File: src/rtl/tmds_encoder.sv
// DVI/TMDS 8b/10b channel encoder: stage 1 builds the transition-minimised q_m word,
// stage 2 applies running-disparity DC balancing or emits control tokens.
module tmds_encoder #(
  parameter int CNT_W = 5
) (
  input  logic       clk,
  input  logic       rst_n,
  input  logic       de,
  input  logic [1:0] ctrl,
  input  logic [7:0] data,
  output logic [9:0] tmds
);

  localparam logic [9:0] TOKEN_00 = 10'h354;
  localparam logic [9:0] TOKEN_01 = 10'h0AB;
  localparam logic [9:0] TOKEN_10 = 10'h154;
  localparam logic [9:0] TOKEN_11 = 10'h2AB;
  localparam logic signed [CNT_W-1:0] TWO   = CNT_W'(2);
  localparam logic signed [CNT_W-1:0] EIGHT = CNT_W'(8);

  logic [3:0] n1d;
  logic       xnor_mode;
  logic [8:0] q_m_c;
  logic [3:0] n1q_c;

  logic [8:0] q_m_r;
  logic [3:0] n1q_r;
  logic       de_r;
  logic [1:0] ctrl_r;

  logic signed [CNT_W-1:0] cnt;
  logic signed [CNT_W-1:0] cnt_nxt;
  logic signed [CNT_W-1:0] n1q_s;
  logic signed [CNT_W-1:0] diff;
  logic [9:0]              tmds_nxt;
  logic                    cnt_zero;
  logic                    cnt_pos;
  logic                    cnt_neg;
  logic                    q8;

  always_comb begin
    n1d = '0;
    for (int i = 0; i < 8; i++) n1d = n1d + 4'(data[i]);
    xnor_mode = (n1d > 4'd4) || ((n1d == 4'd4) && !data[0]);
    q_m_c    = '0;
    q_m_c[0] = data[0];
    for (int i = 1; i < 8; i++)
      q_m_c[i] = xnor_mode ? ~(q_m_c[i-1] ^ data[i]) : (q_m_c[i-1] ^ data[i]);
    q_m_c[8] = ~xnor_mode;
    n1q_c = '0;
    for (int i = 0; i < 8; i++) n1q_c = n1q_c + 4'(q_m_c[i]);
  end

  always_ff @(posedge clk) begin
    if (!rst_n) begin
      q_m_r  <= '0;
      n1q_r  <= '0;
      de_r   <= 1'b0;
      ctrl_r <= 2'b00;
    end else begin
      q_m_r  <= q_m_c;
      n1q_r  <= n1q_c;
      de_r   <= de;
      ctrl_r <= ctrl;
    end
  end

  // diff = n1q - n0q = 2*n1q - 8, kept in CNT_W-bit two's complement
  always_comb begin
    n1q_s    = CNT_W'(n1q_r);
    diff     = n1q_s + n1q_s - EIGHT;
    q8       = q_m_r[8];
    cnt_zero = (cnt == '0);
    cnt_neg  = cnt[CNT_W-1];
    cnt_pos  = !cnt_neg && !cnt_zero;
    tmds_nxt = TOKEN_00;
    cnt_nxt  = '0;
    if (!de_r) begin
      unique case (ctrl_r)
        2'b00: tmds_nxt = TOKEN_00;
        2'b01: tmds_nxt = TOKEN_01;
        2'b10: tmds_nxt = TOKEN_10;
        default: tmds_nxt = TOKEN_11;
      endcase
    end else if (cnt_zero || (n1q_r == 4'd4)) begin
      tmds_nxt = {~q8, q8, q8 ? q_m_r[7:0] : ~q_m_r[7:0]};
      cnt_nxt  = q8 ? (cnt + diff) : (cnt - diff);
    end else if ((cnt_pos && (n1q_r > 4'd4)) || (cnt_neg && (n1q_r < 4'd4))) begin
      tmds_nxt = {1'b1, q8, ~q_m_r[7:0]};
      cnt_nxt  = cnt + (q8 ? TWO : '0) - diff;
    end else begin
      tmds_nxt = {1'b0, q8, q_m_r[7:0]};
      cnt_nxt  = cnt - (q8 ? '0 : TWO) + diff;
    end
  end

  always_ff @(posedge clk) begin
    if (!rst_n) begin
      tmds <= TOKEN_00;
      cnt  <= '0;
    end else begin
      tmds <= tmds_nxt;
      cnt  <= cnt_nxt;
    end
  end

endmodule

File: config.mk
export PLATFORM = sky130hd
export DESIGN_NAME = tmds_encoder
export DESIGN_NICKNAME = d
export VERILOG_FILES = /design/src/rtl/tmds_encoder.sv
export SDC_FILE = /design/constraint.sdc
export NUM_CORES = 1
export LEC_CHECK = 0
export ABC_CLOCK_PERIOD_IN_PS = 11200
export CORE_MARGIN = 2
export CORE_UTILIZATION = 35
export DETAILED_ROUTE_END_ITERATION = 16
export PLACE_DENSITY = 0.65
export REMOVE_ABC_BUFFERS = 1
export SKIP_CTS_REPAIR_TIMING = 1
export SYNTH_ARGS = -nofsm -noshare
export SYNTH_HDL_FRONTEND = slang
export SYNTH_SLANG_ARGS = --single-unit
File: constraint.sdc
create_clock -name clk -period 11.2 [get_ports clk]
set_clock_uncertainty 0.2 [all_clocks]
set_input_delay 1.68 -clock clk [delete_from_list [all_inputs] [get_ports clk]]
set_output_delay 1.68 -clock clk [all_outputs]
set_load 0.05 [all_outputs]
==> results of run 1 <==
-- per-layer routing --
layer  routed length [um]  vias to the layer above  share of wire, %  GRT usage [%]
met2                 1630                       20                47           19.9
met5                    0                        -                 0              0
met1                 1710                      618                49           15.8
met3                   87                        6               2.5           2.33
li1                     -                      715                 -              -
met4                   68                        0               1.9           5.08
-- cells in the mapped netlist, drive strengths merged, types with 3 or more instances --
library cell  instances
inv                  35
dfxtp                30
ha                   25
xnor2                15
nor2                 14
fa                   13
a21oi                11
xor2                 11
and2                  8
a21o                  6
nand2                 5
o21ai                 5
a211oi                3
nand2b                3
nor3                  3
xnor3                 3
-- state kept, by name, indices dropped and copies added (netlist names) --
register  count
tmds         10
q_m_r         9
cnt           4
n1q_r         4
ctrl_r        2
de_r          1
-- how the worst max path moves through the flow --
stage | from | to | slack, ps | cells past startpoint
after global placement | data[0] | n1q_r[2] | 3310 | 21
final | data[0] | n1q_r[2] | 3400 | 21
after floorplan | data[0] | n1q_r[2] | 3990 | 20
after CTS | data[0] | n1q_r[2] | 3390 | 21
after detailed placement | data[0] | n1q_r[2] | 3090 | 21
after global routing | data[0] | n1q_r[2] | 2970 | 21
-- area by class of cell --
cell class | instances | area [sq um] | share of cell area [%]
clock buffers | 6 | 82.6 | 3.31
clock inverters | 2 | 12.5 | 0.502
inverters | 35 | 131 | 5.27
multi-input cells | 141 | 1350 | 54.2
flip-flops and latches | 30 | 601 | 24.1
well taps | 75 | 93.8 | 3.77
repair buffers | 22 | 220 | 8.84
-- cell families after synthesis --
family,Yosys count
DFF,30
buffers and inverters,38
adders and majority gates,38
and+or+nand+nor,36
AOI/OAI and AO/OA,34
muxes,3
xor gates and xnor gates,30
-- power breakdown --
part           switching (mW)  internal [mW]  total, mW
Sequential             0.0171          0.131      0.148
Combinational           0.245          0.219      0.464
Clock                  0.0411         0.0493     0.0904
-- worst reg2reg max path: stages (launching register included) --
cell	delay, ps
dfxtp_1	390
inv_1	110
ha_1	300
mux2_2	290
ha_1	280
a21o_1	160
a21oi_1	170
xnor3_1	220
nor2b_1	130
a2111oi_0	370
==> impl_metrics.env, run 1 <==
export IMPL_synth_top_family_by_area="adder cells"
export IMPL_peakVddDrop_uv=103
export IMPL_layout_setup_ws_ps=3400
export IMPL_path_clk_slew_ps=70
export IMPL_final_util_pct=42.6
export IMPL_drt_iter0_markers=66
export IMPL_r2r_cells=9
export IMPL_antenna_found_initial=0
export IMPL_fmax_ghz=0.128
export IMPL_grt_max_degree=16
export IMPL_h_tree_depth=2
export IMPL_synth_flop_cell="dfxtp_1"
export IMPL_yosys_area_share_adder_pct=27.3
export IMPL_pre_cts_slack_ps=3090
export IMPL_worstPathMaxFanout=5
export IMPL_boundaryPins=23
export IMPL_fill_cells=568
export IMPL_die_h_um=81.4
export IMPL_root_buffer="clkbuf_8"
export IMPL_synth_cell_types=35
export IMPL_synth_edf_count=0
export IMPL_routabilityCongestion=0.755
export IMPL_hp_class="reg2reg"
export IMPL_rows=28
export IMPL_min_from="q_m_r[7]"
export IMPL_synth_largest_area_cell="dfxtp_1"
export IMPL_end_kind="register"
export IMPL_tightest_slew_ps=590
export IMPL_core_area_sq_um=5850
export IMPL_num_antenna_cells=0
export IMPL_ys_seq_elements=30
export IMPL_cts_sinks=30
export IMPL_fp_dieW_um=81.4
export IMPL_slew_viol_final=0
export IMPL_drtAntennaViolNets=0
export IMPL_critical_path_class="in2reg"
export IMPL_stdcell_count=311
export IMPL_finalHoldViolCount=0
export IMPL_status="finished clean"
export IMPL_io_buffers=22
export IMPL_start_util_pct=35.8
export IMPL_crit_family="adder cells"
export IMPL_crit_path_max_incr_delay_ps=560
export IMPL_p_leak_nw=1.17
export IMPL_final_common_cell="inv_1"
export IMPL_grt_overflow=0
export IMPL_path_common_cell="fa_1"
export IMPL_path_cells="clkdlybuf4s50_1, inv_1, fa_1, fa_1, fa_1, inv_1, ha_1, fa_1, nor3b_1, o21ai_0, o2bb2ai_2, xnor2_1, fa_1, fa_1, inv_1, fa_1, ha_1, inv_1, fa_1, xor2_1, nor2_1"
export IMPL_synth_compound_area_share_pct=11.3
export IMPL_first_pass_iters=4
export IMPL_hpwl_um=2860
export IMPL_critPathRequiredTime_ps=11170
export IMPL_setup_violations=0
export IMPL_grt_pass1_vias=1393
export IMPL_die_area_sq_um=6630
export IMPL_cts_tree="built"
export IMPL_worstReg2RegEnd="cnt[4]"
export IMPL_period_minus_slack_ps=7800
export IMPL_vias=1359
export IMPL_ctsLongestPathBuffers=2
export IMPL_synthXorXnorAreaFrac_pct=15.7
export IMPL_avgRoutedWirePerCell_um=11.2
export IMPL_cpMaxStageDelayCell="fa_1"
export IMPL_routed_wl_um=3490
export IMPL_cp_arrival_ps=7770
export IMPL_ys_seq_area_share_pct=28.6
export IMPL_rsz0062_at_grt="false"
export IMPL_yosys_top_cells_area="dfxtp_1 (29%), ha_1 (15%), fa_1 (12%)"
export IMPL_r2r_start="n1q_r[0]"
export IMPL_synth_top_area_share_pct=28.6
export IMPL_cp_start_kind="input port"
export IMPL_r2r_slack_ps=8470
export IMPL_maxCapViolCount=0
export IMPL_grt_use_total_pct=12.2
export IMPL_clock_latency_ps=280
export IMPL_syn_area_sq_um=2100
export IMPL_final_area_sq_um=2490
export IMPL_setup_tns_final_ps=0
export IMPL_synth_area_per_cell_sq_um=10.0
export IMPL_nets=286
export IMPL_grt_pass1_wl_um=6210
export IMPL_finalCritPeriodShare_pct=69.7
export IMPL_via_per_inst=4.37
export IMPL_relSlewSlack_pct=60.3
export IMPL_drive_above_1_share_pct=6.78
export IMPL_total_power_mw=0.703
export IMPL_drc=0
export IMPL_synthCells=209
export IMPL_area_delta_synth_final_pct=18.8
export IMPL_final_cell_mix="inv_1 (35), dfxtp_1 (30), ha_1 (25)"
export IMPL_min_path_cells=2
export IMPL_p_per_area_nw_per_um2=282
export IMPL_hold_end="tmds[7]"
export IMPL_synth_area_mux_share_pct=1.49
export IMPL_whs_ps=347
export IMPL_place_area_sq_um=2400
export IMPL_ys_warn_count=0
export IMPL_cts_buffers=5
export IMPL_place_inst=303
export IMPL_yosys_area_share_simple_pct=8.59
export IMPL_critPathBufInv=5
export IMPL_synth_async_sr_flop_share_pct=0
Power figures use the tool's default switching activity.
==> inputs of run 2 (changes only) <==
--- a/config.mk
+++ b/config.mk
@@ -5,11 +5,11 @@
 export SDC_FILE = /design/constraint.sdc
 export NUM_CORES = 1
 export LEC_CHECK = 0
-export ABC_CLOCK_PERIOD_IN_PS = 11200
+export ABC_CLOCK_PERIOD_IN_PS = 6400
 export CORE_MARGIN = 2
 export CORE_UTILIZATION = 35
 export DETAILED_ROUTE_END_ITERATION = 16
-export PLACE_DENSITY = 0.65
+export PLACE_DENSITY = 0.67
 export REMOVE_ABC_BUFFERS = 1
 export SKIP_CTS_REPAIR_TIMING = 1
 export SYNTH_ARGS = -nofsm -noshare
==> constraint.sdc (replaced) <==
create_clock -name clk -period 6.4 [get_ports clk]
set_clock_uncertainty 0.2 [all_clocks]
set_input_delay 0.96 -clock clk [delete_from_list [all_inputs] [get_ports clk]]
set_output_delay 0.96 -clock clk [all_outputs]
set_load 0.05 [all_outputs]
==> run 2 against run 1 <==
Effect of this change:
- wire length up 5.2%
- global-route usage is 0.31 points lower
- largest power group unchanged
- final cell count rose by 4.5%
- clock-buffer cell count unchanged
- critical path type unchanged
- via count grew 6.2%
- critical path depth fell by 1
- register-to-register slack got worse by 4800 ps
- sequential share of layout area fell by 1.5 points
- core utilization grew 2.9 points
- power grew 85%
==> impl_metrics.env, run 2 (synthesis gave the netlist of run 1 again) <==
export IMPL_vias=1443
export IMPL_worstPathMaxFanout=4
export IMPL_fill_cells=545
export IMPL_cpMaxStageDelayCell="fa_1"
export IMPL_area_delta_synth_final_pct=26.8
export IMPL_finalHoldViolCount=0
export IMPL_p_leak_nw=1.26
export IMPL_drive_above_1_share_pct=18.0
export IMPL_crit_family="adder cells"
export IMPL_critical_path_class="in2reg"
export IMPL_path_clk_slew_ps=70
export IMPL_largest_reg_flops=10
export IMPL_crit_path_max_incr_delay_ps=550
export IMPL_routabilityCongestion=0.801
export IMPL_grt_max_degree=16
export IMPL_grt_pass1_vias=1397
export IMPL_antenna_found_initial=0
export IMPL_first_pass_iters=4
export IMPL_cp_start_kind="input port"
export IMPL_peakVddDrop_uv=180
export IMPL_rows=28
export IMPL_grt_pass1_wl_um=6180
export IMPL_setup_violations=0
export IMPL_io_buffers=22
export IMPL_drt_iter0_markers=41
export IMPL_slew_viol_final=0
export IMPL_clock_latency_ps=280
export IMPL_hp_class="reg2reg"
export IMPL_cts_sinks=30
export IMPL_status="finished clean"
export IMPL_top_register="tmds"
export IMPL_die_area_sq_um=6630
export IMPL_num_antenna_cells=0
export IMPL_critPathRequiredTime_ps=6360
export IMPL_path_common_cell="fa_1"
export IMPL_h_tree_depth=2
export IMPL_avgRoutedWirePerCell_um=11.3
export IMPL_fmax_ghz=0.159
export IMPL_final_area_sq_um=2660
export IMPL_final_cell_mix="inv_1 (30), dfxtp_1 (30), ha_1 (23)"
export IMPL_p_per_area_nw_per_um2=489
export IMPL_drc=0
export IMPL_period_minus_slack_ps=6310
export IMPL_reg_largest_list="tmds x10, q_m_r x9"
export IMPL_relSlewSlack_pct=61.2
export IMPL_cts_tree="built"
export IMPL_critPathBufInv=5
export IMPL_place_inst=317
export IMPL_core_area_sq_um=5850
export IMPL_cts_buffers=5
export IMPL_drtAntennaViolNets=0
export IMPL_fp_dieW_um=81.4
export IMPL_boundaryPins=23
export IMPL_nets=300
export IMPL_total_power_mw=1.30
export IMPL_end_kind="register"
export IMPL_routed_wl_um=3670
export IMPL_setup_tns_final_ps=0
export IMPL_root_buffer="clkbuf_8"
export IMPL_via_per_inst=4.44
export IMPL_path_cells="buf_8, inv_4, fa_1, fa_1, fa_1, inv_2, ha_4, fa_1, nor3b_2, o21ai_2, o2bb2ai_4, xnor2_2, fa_1, fa_1, inv_1, fa_1, ha_2, inv_2, fa_2, nor2_1"
export IMPL_grt_overflow=0
export IMPL_rsz0062_at_grt="true"
export IMPL_grt_use_total_pct=11.9
export IMPL_place_area_sq_um=2500
export IMPL_stdcell_count=325
export IMPL_hpwl_um=2920
export IMPL_maxCapViolCount=0
export IMPL_die_h_um=81.4
export IMPL_cp_arrival_ps=6260
export IMPL_start_util_pct=35.8
export IMPL_ctsLongestPathBuffers=2
export IMPL_tightest_slew_ps=578
export IMPL_finalCritPeriodShare_pct=98.5
run 2: per-layer routing:
layer  global-route usage [%]  routed length [um]  up-vias
met3                     1.67                  97        4
met5                        0                   0        -
li1                         -                   -      750
met1                     15.8                1760      662
met4                     3.73                  29        0
met2                     19.9                1790       27
run 2: worst min-delay path, delay by kind of cell (launching register included):
family                    cells  cell delay [ps]
AOI/OAI and AO/OA             1               60
xor gates and xnor gates      1              110
DFF                           1              320
run 2: worst paths after layout:
check	startpoint	end	slack [ps]	cells past startpoint
setup reg to reg	n1q_r[0]	cnt[4]	3650	9
hold / removal	q_m_r[5]	tmds[5]	340	2
hold reg to reg	q_m_r[5]	tmds[5]	340	2
setup / recovery	data[3]	n1q_r[1]	90	20
run 2: power breakdown:
group | switching, mW | internal [mW]
Combinational | 0.454 | 0.431
Sequential | 0.0308 | 0.230
Clock | 0.0697 | 0.0862
Total | 0.555 | 0.747
run 2: cell type report:
cell class / count / area (sq um) / area share (%)
clock buffers: 6 / 82.6 / 3.10
clock inverters: 2 / 12.5 / 0.470
inverters: 35 / 134 / 5.03
multi-input cells: 141 / 1400 / 52.8
flip-flops and latches: 30 / 601 / 22.6
well taps: 75 / 93.8 / 3.53
repair buffers: 36 / 333 / 12.5
run 2: through the flow:
stage | util [%] | hold slack, ps | setup slack (ps)
6_report | 45.5 | 337 | 94.1
3_5_place_dp | 42.8 | 325 | -693
3_3_place_gp | 42.8 | 332 | -553
4_1_cts | 44.4 | 338 | -405
2_1_floorplan | - | 313 | -90.2
5_1_grt | 45.5 | 368 | -123
==> inputs of run 3 (changes only) <==
--- a/config.mk
+++ b/config.mk
@@ -5,11 +5,13 @@
 export SDC_FILE = /design/constraint.sdc
 export NUM_CORES = 1
 export LEC_CHECK = 0
-export ABC_CLOCK_PERIOD_IN_PS = 6400
+export ABC_CLOCK_PERIOD_IN_PS = 5850
+export CELL_PAD_IN_SITES_DETAIL_PLACEMENT = 0
+export CELL_PAD_IN_SITES_GLOBAL_PLACEMENT = 1
 export CORE_MARGIN = 2
 export CORE_UTILIZATION = 35
 export DETAILED_ROUTE_END_ITERATION = 16
-export PLACE_DENSITY = 0.67
+export PLACE_DENSITY = 0.77
 export REMOVE_ABC_BUFFERS = 1
 export SKIP_CTS_REPAIR_TIMING = 1
 export SYNTH_ARGS = -nofsm -noshare
==> constraint.sdc (replaced) <==
create_clock -name clk -period 5.85 [get_ports clk]
set_clock_uncertainty 0.2 [all_clocks]
set_input_delay 0.8775 -clock clk [delete_from_list [all_inputs] [get_ports clk]]
set_output_delay 0.8775 -clock clk [all_outputs]
set_load 0.05 [all_outputs]
==> run 3 against run 2 <==
Effect of this change:
- the flow now finishes with violations (negative setup slack)
- critical path depth is 1 higher
- power up 16%
- die area unchanged
- wire length rose by 3.6%
- clock-buffer cell count stayed put
- core utilization grew 0.71 points
- sequential power grew 9.2%
- first-iteration DRC count shrank 34%
- combinational power increased by 15%
- global-route usage up 0.65 points
- final area rose by 1.6%
- clock power rose by 33%
- critical endpoint is now n1q_r[2]
==> impl_metrics.env, run 3 (synthesis gave the netlist of run 1 again) <==
export IMPL_power_frac_seq_pct=18.9
export IMPL_core_area_sq_um=5850
export IMPL_path_clk_slew_ps=60
export IMPL_hp_class="reg2reg"
export IMPL_final_common_cell="inv_1"
export IMPL_relSlewSlack_pct=52.6
export IMPL_drtAntennaViolNets=0
export IMPL_combPwrFrac_pct=67.4
export IMPL_routed_wl_um=3810
export IMPL_slew_viol_final=0
export IMPL_critical_path_class="in2reg"
export IMPL_drc=0
export IMPL_gr_usage_met3_pct=1.33
export IMPL_grtUsageMet2_pct=22.3
export IMPL_rsz0062_at_grt="true"
export IMPL_cts_tree="built"
export IMPL_routabilityCongestion=0.731
export IMPL_power_switching_mw=0.620
export IMPL_via_per_inst=4.43
export IMPL_violations="negative setup slack"
export IMPL_fill_cells=571
export IMPL_worstPathMaxFanout=3
export IMPL_start_util_pct=35.8
export IMPL_grt_overflow=0
export IMPL_final_util_pct=46.2
export IMPL_top_register="tmds"
export IMPL_cp_start_kind="input port"
export IMPL_whs_ps=339
export IMPL_place_inst=317
export IMPL_ctsLongestPathBuffers=2
export IMPL_antenna_found_initial=0
export IMPL_num_antenna_cells=0
export IMPL_min_path_cells=2
export IMPL_period_minus_slack_ps=6300
export IMPL_peakVddDrop_uv=228
export IMPL_hpwl_um=3130
export IMPL_die_area_sq_um=6630
export IMPL_final_cell_mix="inv_1 (31), dfxtp_1 (30), ha_1 (22)"
export IMPL_rows=28
export IMPL_reg_largest_list="tmds x10, q_m_r x9"
export IMPL_nets=302
export IMPL_grt_busiest_layer="met2"
export IMPL_boundaryPins=23
export IMPL_avgRoutedWirePerCell_um=11.7
export IMPL_grt_pass1_wl_um=6480
export IMPL_setup_violations=4
export IMPL_fp_dieW_um=81.4
export IMPL_largest_reg_flops=10
export IMPL_layout_setup_ws_ps=-451
export IMPL_end_kind="register"
export IMPL_fmax_ghz=0.159
export IMPL_finalCritPeriodShare_pct=108
export IMPL_p_per_area_nw_per_um2=559
export IMPL_cts_buffers=5
export IMPL_h_tree_depth=2
export IMPL_p_int_mw=0.890
export IMPL_root_buffer="clkbuf_8"
export IMPL_clkPwrFrac_pct=13.8
export IMPL_seq_area_sq_um=601
export IMPL_setup_tns_final_ps=-962
export IMPL_clock_latency_ps=270
export IMPL_stdcell_count=326
export IMPL_p_leak_nw=1.28
export IMPL_grt_use_total_pct=12.6
export IMPL_final_area_sq_um=2700
export IMPL_swShare_pct=41.1
export IMPL_drive_above_1_share_pct=18.7
export IMPL_place_area_sq_um=2500
export IMPL_grt_max_degree=16
export IMPL_critPathRequiredTime_ps=5800
export IMPL_r2r_cells=9
export IMPL_met1_usage_pct=16.0
export IMPL_cts_sinks=30
export IMPL_maxCapViolCount=0
export IMPL_tightest_slew_ps=704
export IMPL_die_h_um=81.4
export IMPL_vias=1445
export IMPL_cp_arrival_ps=6250
export IMPL_io_buffers=22
export IMPL_drt_iter0_markers=27
export IMPL_multi_input_area_sq_um=1420
export IMPL_first_pass_iters=4
export IMPL_status="finished with violations"
export IMPL_area_delta_synth_final_pct=28.8
export IMPL_finalHoldViolCount=0
export IMPL_grt_pass1_vias=1464
## run 3: power groups by stage
stage	combinational, mW	clock, mW	sequential, mW
3_5_place_dp	0.925	0	0.290
4_1_cts	0.938	0.213	0.286
2_1_floorplan	0.693	0	0.313
6_report	1.02	0.208	0.285
5_1_grt	1.18	0.221	0.290
3_3_place_gp	0.903	0	0.288
## run 3: path summary, 6_finish.rpt
kind | slack, ps | start | endpoint
setup / recovery | -450 | data[0] | n1q_r[2]
hold / removal | 340 | q_m_r[7] | tmds[7]
setup reg to reg | 3120 | n1q_r[0] | cnt[4]
hold reg to reg | 340 | q_m_r[7] | tmds[7]
## run 3: final cells by class
class / count / share of cell area, %
multi-input combinational: 141 / 52.5
clock buffer: 6 / 3.06
sequential: 30 / 22.2
timing repair buffer: 38 / 12.6
inverter: 35 / 4.96
tap: 75 / 3.47
clock inverter: 1 / 1.11
## run 3: metrics by stage
stage,worst slack [ps],power [mW]
2_1_floorplan,-558,1.01
3_3_place_gp,-1000,1.19
3_5_place_dp,-1220,1.22
4_1_cts,-961,1.44
5_1_grt,-681,1.69
6_report,-451,1.51
## run 3: per-layer routing
| layer | vias up | routed length (um) |
|---|---|---|
| met2 | 20 | 1930 |
| li1 | 748 | - |
| met1 | 675 | 1800 |
| met5 | - | 0 |
| met3 | 2 | 51 |
| met4 | 0 | 25 |
## run 3: worst max-delay path, cell delays in order
cell and delay [ps]:
buf_8 80, inv_4 30, fa_1 560, fa_1 440, fa_1 510, inv_1 40
ha_2 170, fa_1 470, nor3b_2 220, o21ai_2 110, o2bb2ai_4 170, xnor2_2 160
fa_1 510, fa_1 560, inv_2 40, fa_2 580, ha_4 140, inv_2 40
fa_2 330, xor2_1 150, nor2_1 50
==> variant 1: new RTL, flow settings as in run 2 <==
`CNT_W`: 5 -> 10.
--- a/src/rtl/tmds_encoder.sv
+++ b/src/rtl/tmds_encoder.sv
@@ -2,5 +2,5 @@
 // stage 2 applies running-disparity DC balancing or emits control tokens.
 module tmds_encoder #(
-  parameter int CNT_W = 5
+  parameter int CNT_W = 10
 ) (
   input  logic       clk,
Check against the original RTL: no difference found for any inputs over 10 cycles, from zero or initial values and one cycle with rst_n low; that may be too few to reach the edited logic, so the function may still have changed.
==> variant 1 against run 2 <==
  * First-iteration DRC count increased by 130%
  * Wire length increased by 84%
  * Worst setup slack got worse by 68 ps
  * Sequential cell count increased by 5
  * Count of clock-buffer cells in the layout decreased by 1
  * Cell area increased by 46%
  * Highest routed layer unchanged
  * Area after synthesis increased by 57%
  * Utilization decreased by 3.3 points
  * Maximum frequency decreased by 1.1%
  * Critical path type unchanged
Power is not shown: default switching activity piles up to over one toggle a cycle in this logic, so the estimate is an artifact.
==> variant 1: results (changes against run 2) <==
* Status: finished clean
* Vias per Instance at 4.948 (+11%)
* Critical Path AT at 6350 ps (+90 ps)
* Synth Flop Type: dfxtp_1
* Antenna Cells at 0 (unchanged)
* Detailed Place HPWL at 5493 microns (+88%)
* Largest regs: tmds (10), cnt (9), q_m_r (9)
* Fillers at 903 (+66%)
* Drt initial violations at 93 (+130%)
* First-pass GRT wire length at 11210 microns (+81%)
* Inst Count DP at 509 (+61%)
* Placer Congestion at 0.8343 (+4.1%)
* Largest net degree at the start of global routing at 23 (+7)
* Worst Tran Pin Value at 597.7 ps (+20.22 ps)
* WL/cell at 13.03 microns (+15%)
* Top cells by area, synth: dfxtp_1, ha_1, fa_1
* Placement Cell Area at 3705 sq um (+48%)
* Synth cell types at 45 (+29%)
* Largest stage delay on the critical path at 570 ps (+20 ps)
* Final net count at 487 (+62%)
* Met3 global-route usage at 1.526% (-0.14 points)
* DP Worst Slack at -999.1 ps (-305.9 ps)
* Met1 Track Usage GR at 18.43% (+2.6 points)
* Post-synth top cells: inv_1, ha_1, dfxtp_1
* Syn Inst Count at 371 (+78%)
* Total GRT Usage at 13.68% (+1.8 points)
* Worst Path Max Fanout at 3 (-1)
* Vias in the first global route at 2502 (+79%)
* Share of cells above drive strength 1 at 11.52% (-6.5 points)
* Met2 Use GR at 23.18% (+3.3 points)
* Sequential fraction of the synthesis area at 21.28% (-7.4 points)
==> variant 1: cell types whose count changed in the layout (fill, tap and decap cells not counted), sizes merged, moves of 7 or more <==
cell and change:
nand3 +7, o21ai +13, a21oi +12, nand2 +12, nor2 +12, inv +21
ha +28, xnor2 +15
==> variant 1: worst reg2reg max path, stage by stage (launching register included) <==
cell and delay [ps]:
dfxtp_1 600, inv_1 240, fa_1 700, inv_1 80
fa_1 440, a211oi_1 400, o21ai_0 230, a31oi_1 260
xnor2_1 140, o221ai_1 140, and4b_1 210
==> variant 1: layout make-up <==
type | count | area, sq um | area share (%)
clock inverter | 3 | 43.79 | 1.129
timing repair buffer | 34 | 314.1 | 8.094
inverter | 56 | 212.7 | 5.482
multi-input combinational | 275 | 2401 | 61.88
tap | 111 | 138.9 | 3.579
clock buffer | 5 | 68.82 | 1.774
sequential | 35 | 700.7 | 18.06
==> variant 1: cells by family after synthesis <==
kind of cell	Yosys count	synth area share (%)
buffers and inverters	61	7.031
multiplexers	9	3.193
AND/OR/NAND/NOR	85	12.77
flip-flops	35	21.28
AO/OA/AOI/OAI	75	14.52
XOR/XNOR	39	12.54
adder cells (fa/ha/maj)	67	28.66
==> variant 1: layer usage <==
layer,part of all wire [%],vias to the layer above
met4,0.84,0
met3,1.8,7
li1,-,1327
met2,48,29
met5,0,-
met1,49,1205
==> variant 1: path summary, 6_finish.rpt <==
check | from | endpoint | slack, ps | cells after the start
worst min-delay path | q_m_r[7] | tmds[7] | 340 | 2
worst min register to register | q_m_r[7] | tmds[7] | 340 | 2
worst max register to register | q_m_r[8] | cnt[9] | 2650 | 10
worst max-delay path | data[3] | n1q_r[1] | 30 | 20
==> variant 2: new RTL, config.mk and constraints of run 2 <==
Made on the original files. Put one more register stage on the output `tmds`, with the module's reset. The value now appears one clock later.
--- a/src/rtl/tmds_encoder.sv
+++ b/src/rtl/tmds_encoder.sv
@@ -18,4 +18,6 @@
   localparam logic signed [CNT_W-1:0] TWO   = CNT_W'(2);
   localparam logic signed [CNT_W-1:0] EIGHT = CNT_W'(8);
+
+  logic [9:0] tmds_s0;
 
   logic [3:0] n1d;
@@ -97,9 +99,17 @@
   always_ff @(posedge clk) begin
     if (!rst_n) begin
-      tmds <= TOKEN_00;
+      tmds_s0 <= TOKEN_00;
       cnt  <= '0;
     end else begin
-      tmds <= tmds_nxt;
+      tmds_s0 <= tmds_nxt;
       cnt  <= cnt_nxt;
+    end
+  end
+
+  always_ff @(posedge clk) begin
+    if (!rst_n) begin
+      tmds <= '0;
+    end else begin
+      tmds <= tmds_s0;
     end
   end
Formal check against the unedited RTL: not equivalent (a bounded check fails within 4 cycles, from zero or initial values and one cycle with rst_n low).
==> variant 2 against run 2 <==
  * Cell area rose by 8.3%
  * Area after synthesis rose by 13%
  * Combinational power fell by 2%
  * Die area rose by 13%
  * Largest power group unchanged
  * First-iteration DRC count rose by 34%
  * Power rose by 4.0%
  * Highest routed layer unchanged
  * Sequential cell count rose by 10
  * Sequential share of layout area rose by 5.2 points
  * Wire length rose by 1.0%
  * Cell count rose by 8.0%
  * Worst setup slack improved by 69 ps
  * Worst hold slack got worse by 100 ps
==> variant 2: results (changes against run 2) <==
* Detailed-routed wire length on met2 at 1694 microns (-5.4%)
* VDD IR max at 164.5 uV (-8.4%)
* Multiplexer share of the synthesized area at 1.788% (+0.30 points)
* Top cells by area, synth: dfxtp_1, ha_1, fa_1
* Synth cell types at 40 (+14%)
* Critical Path AT at 6210 ps (-50 ps)
* Status: finished clean
* Drt initial violations at 55 (+34%)
* Met1 Track Usage GR at 13.84% (-2.0 points)
* Comb power frac at 64.4% (-3.6 points)
* Total GRT Usage at 10.75% (-1.1 points)
* WL/cell at 10.57 microns (-6.5%)
* Lkg Pwr at 1.298 nW (+3.2%)
* Fillers at 656 (+20%)
* DP Worst Slack at -639.6 ps (+53.51 ps)
* Seq power at 0.333 mW (+28%)
* Detailed Place HPWL at 3104 microns (+6.4%)
* Synth Area per Inst at 10.13 sq um (+0.93%)
* Largest net degree at the start of global routing at 24 (+8)
* Share of cells above drive strength 1 at 16.97% (-1.0 points)
* Routed length on met1 at 1809 microns (+3.0%)
* Synth warnings at 0 (unchanged)
* Largest regs: tmds (10), tmds_s0 (10), q_m_r (9)
* Post-synthesis compound-gate area fraction at 9.884% (-1.4 points)
* Switching pwr at 0.5691 mW (+2.6%)
* Met2 Use GR at 17.41% (-2.5 points)
* Final net count at 322 (+7.3%)
* Slew margin rel. at 57.56% (-3.6 points)
* Adder-Cell Fraction of Synth Area at 24.08% (-3.2 points)
* First-pass GRT wire length at 6444 microns (+4.2%)
* DR WL met3 at 119 microns (+23%)
* Non-Filler Instances at 351 (+8.0%)
* Inst Count DP at 344 (+8.5%)
* Largest stage delay on the critical path at 570 ps (+20 ps)
* Post-synthesis xor/xnor area fraction at 13.20% (-2.5 points)
* Root Buffer: clkbuf_8
* Sequential fraction of the synthesis area at 33.65% (+5.0 points)
* Design internal power at 0.7849 mW (+5.0%)
* Met3 global-route usage at 2.476% (+0.81 points)
* Via count at 1536 (+6.4%)
* Placement Cell Area at 2760 sq um (+10%)
* Placer Congestion at 0.7872 (-1.7%)
* Post-synth top cells: dfxtp_1, inv_1, ha_1
* Final Cell Area at 2880 sq um (+8.3%)
## variant 2: cell count changes in the layout (fill, tap and decap cells not counted), moves of 3 or more
| cell | delta |
|---|---|
| xor2_1 | +4 |
| a21o_1 | -4 |
| nor2_1 | -3 |
| nand2b_1 | -3 |
| nand2_1 | +3 |
| o21ai_1 | +4 |
| buf_4 | -3 |
| inv_2 | +5 |
| dfxtp_1 | +10 |
| and2_1 | +8 |
## variant 2: cell type report
cell class	instances	area share (%)
multi-input combinational	154	50.78
inverter	37	4.822
clock buffer	6	2.520
sequential	40	27.80
tap	80	3.475
timing repair buffer	33	10.43
clock inverter	1	0.1738
## variant 2: final timing paths
| kind | from | end | slack [ps] | depth (start not counted) |
|---|---|---|---|---|
| worst min register to register | tmds_s0[9] | tmds[9] | 230 | 1 |
| worst max register to register | q_m_r[8] | cnt[4] | 3930 | 9 |
| worst max-delay path | data[3] | n1q_r[1] | 160 | 19 |
| worst min-delay path | tmds_s0[9] | tmds[9] | 230 | 1 |
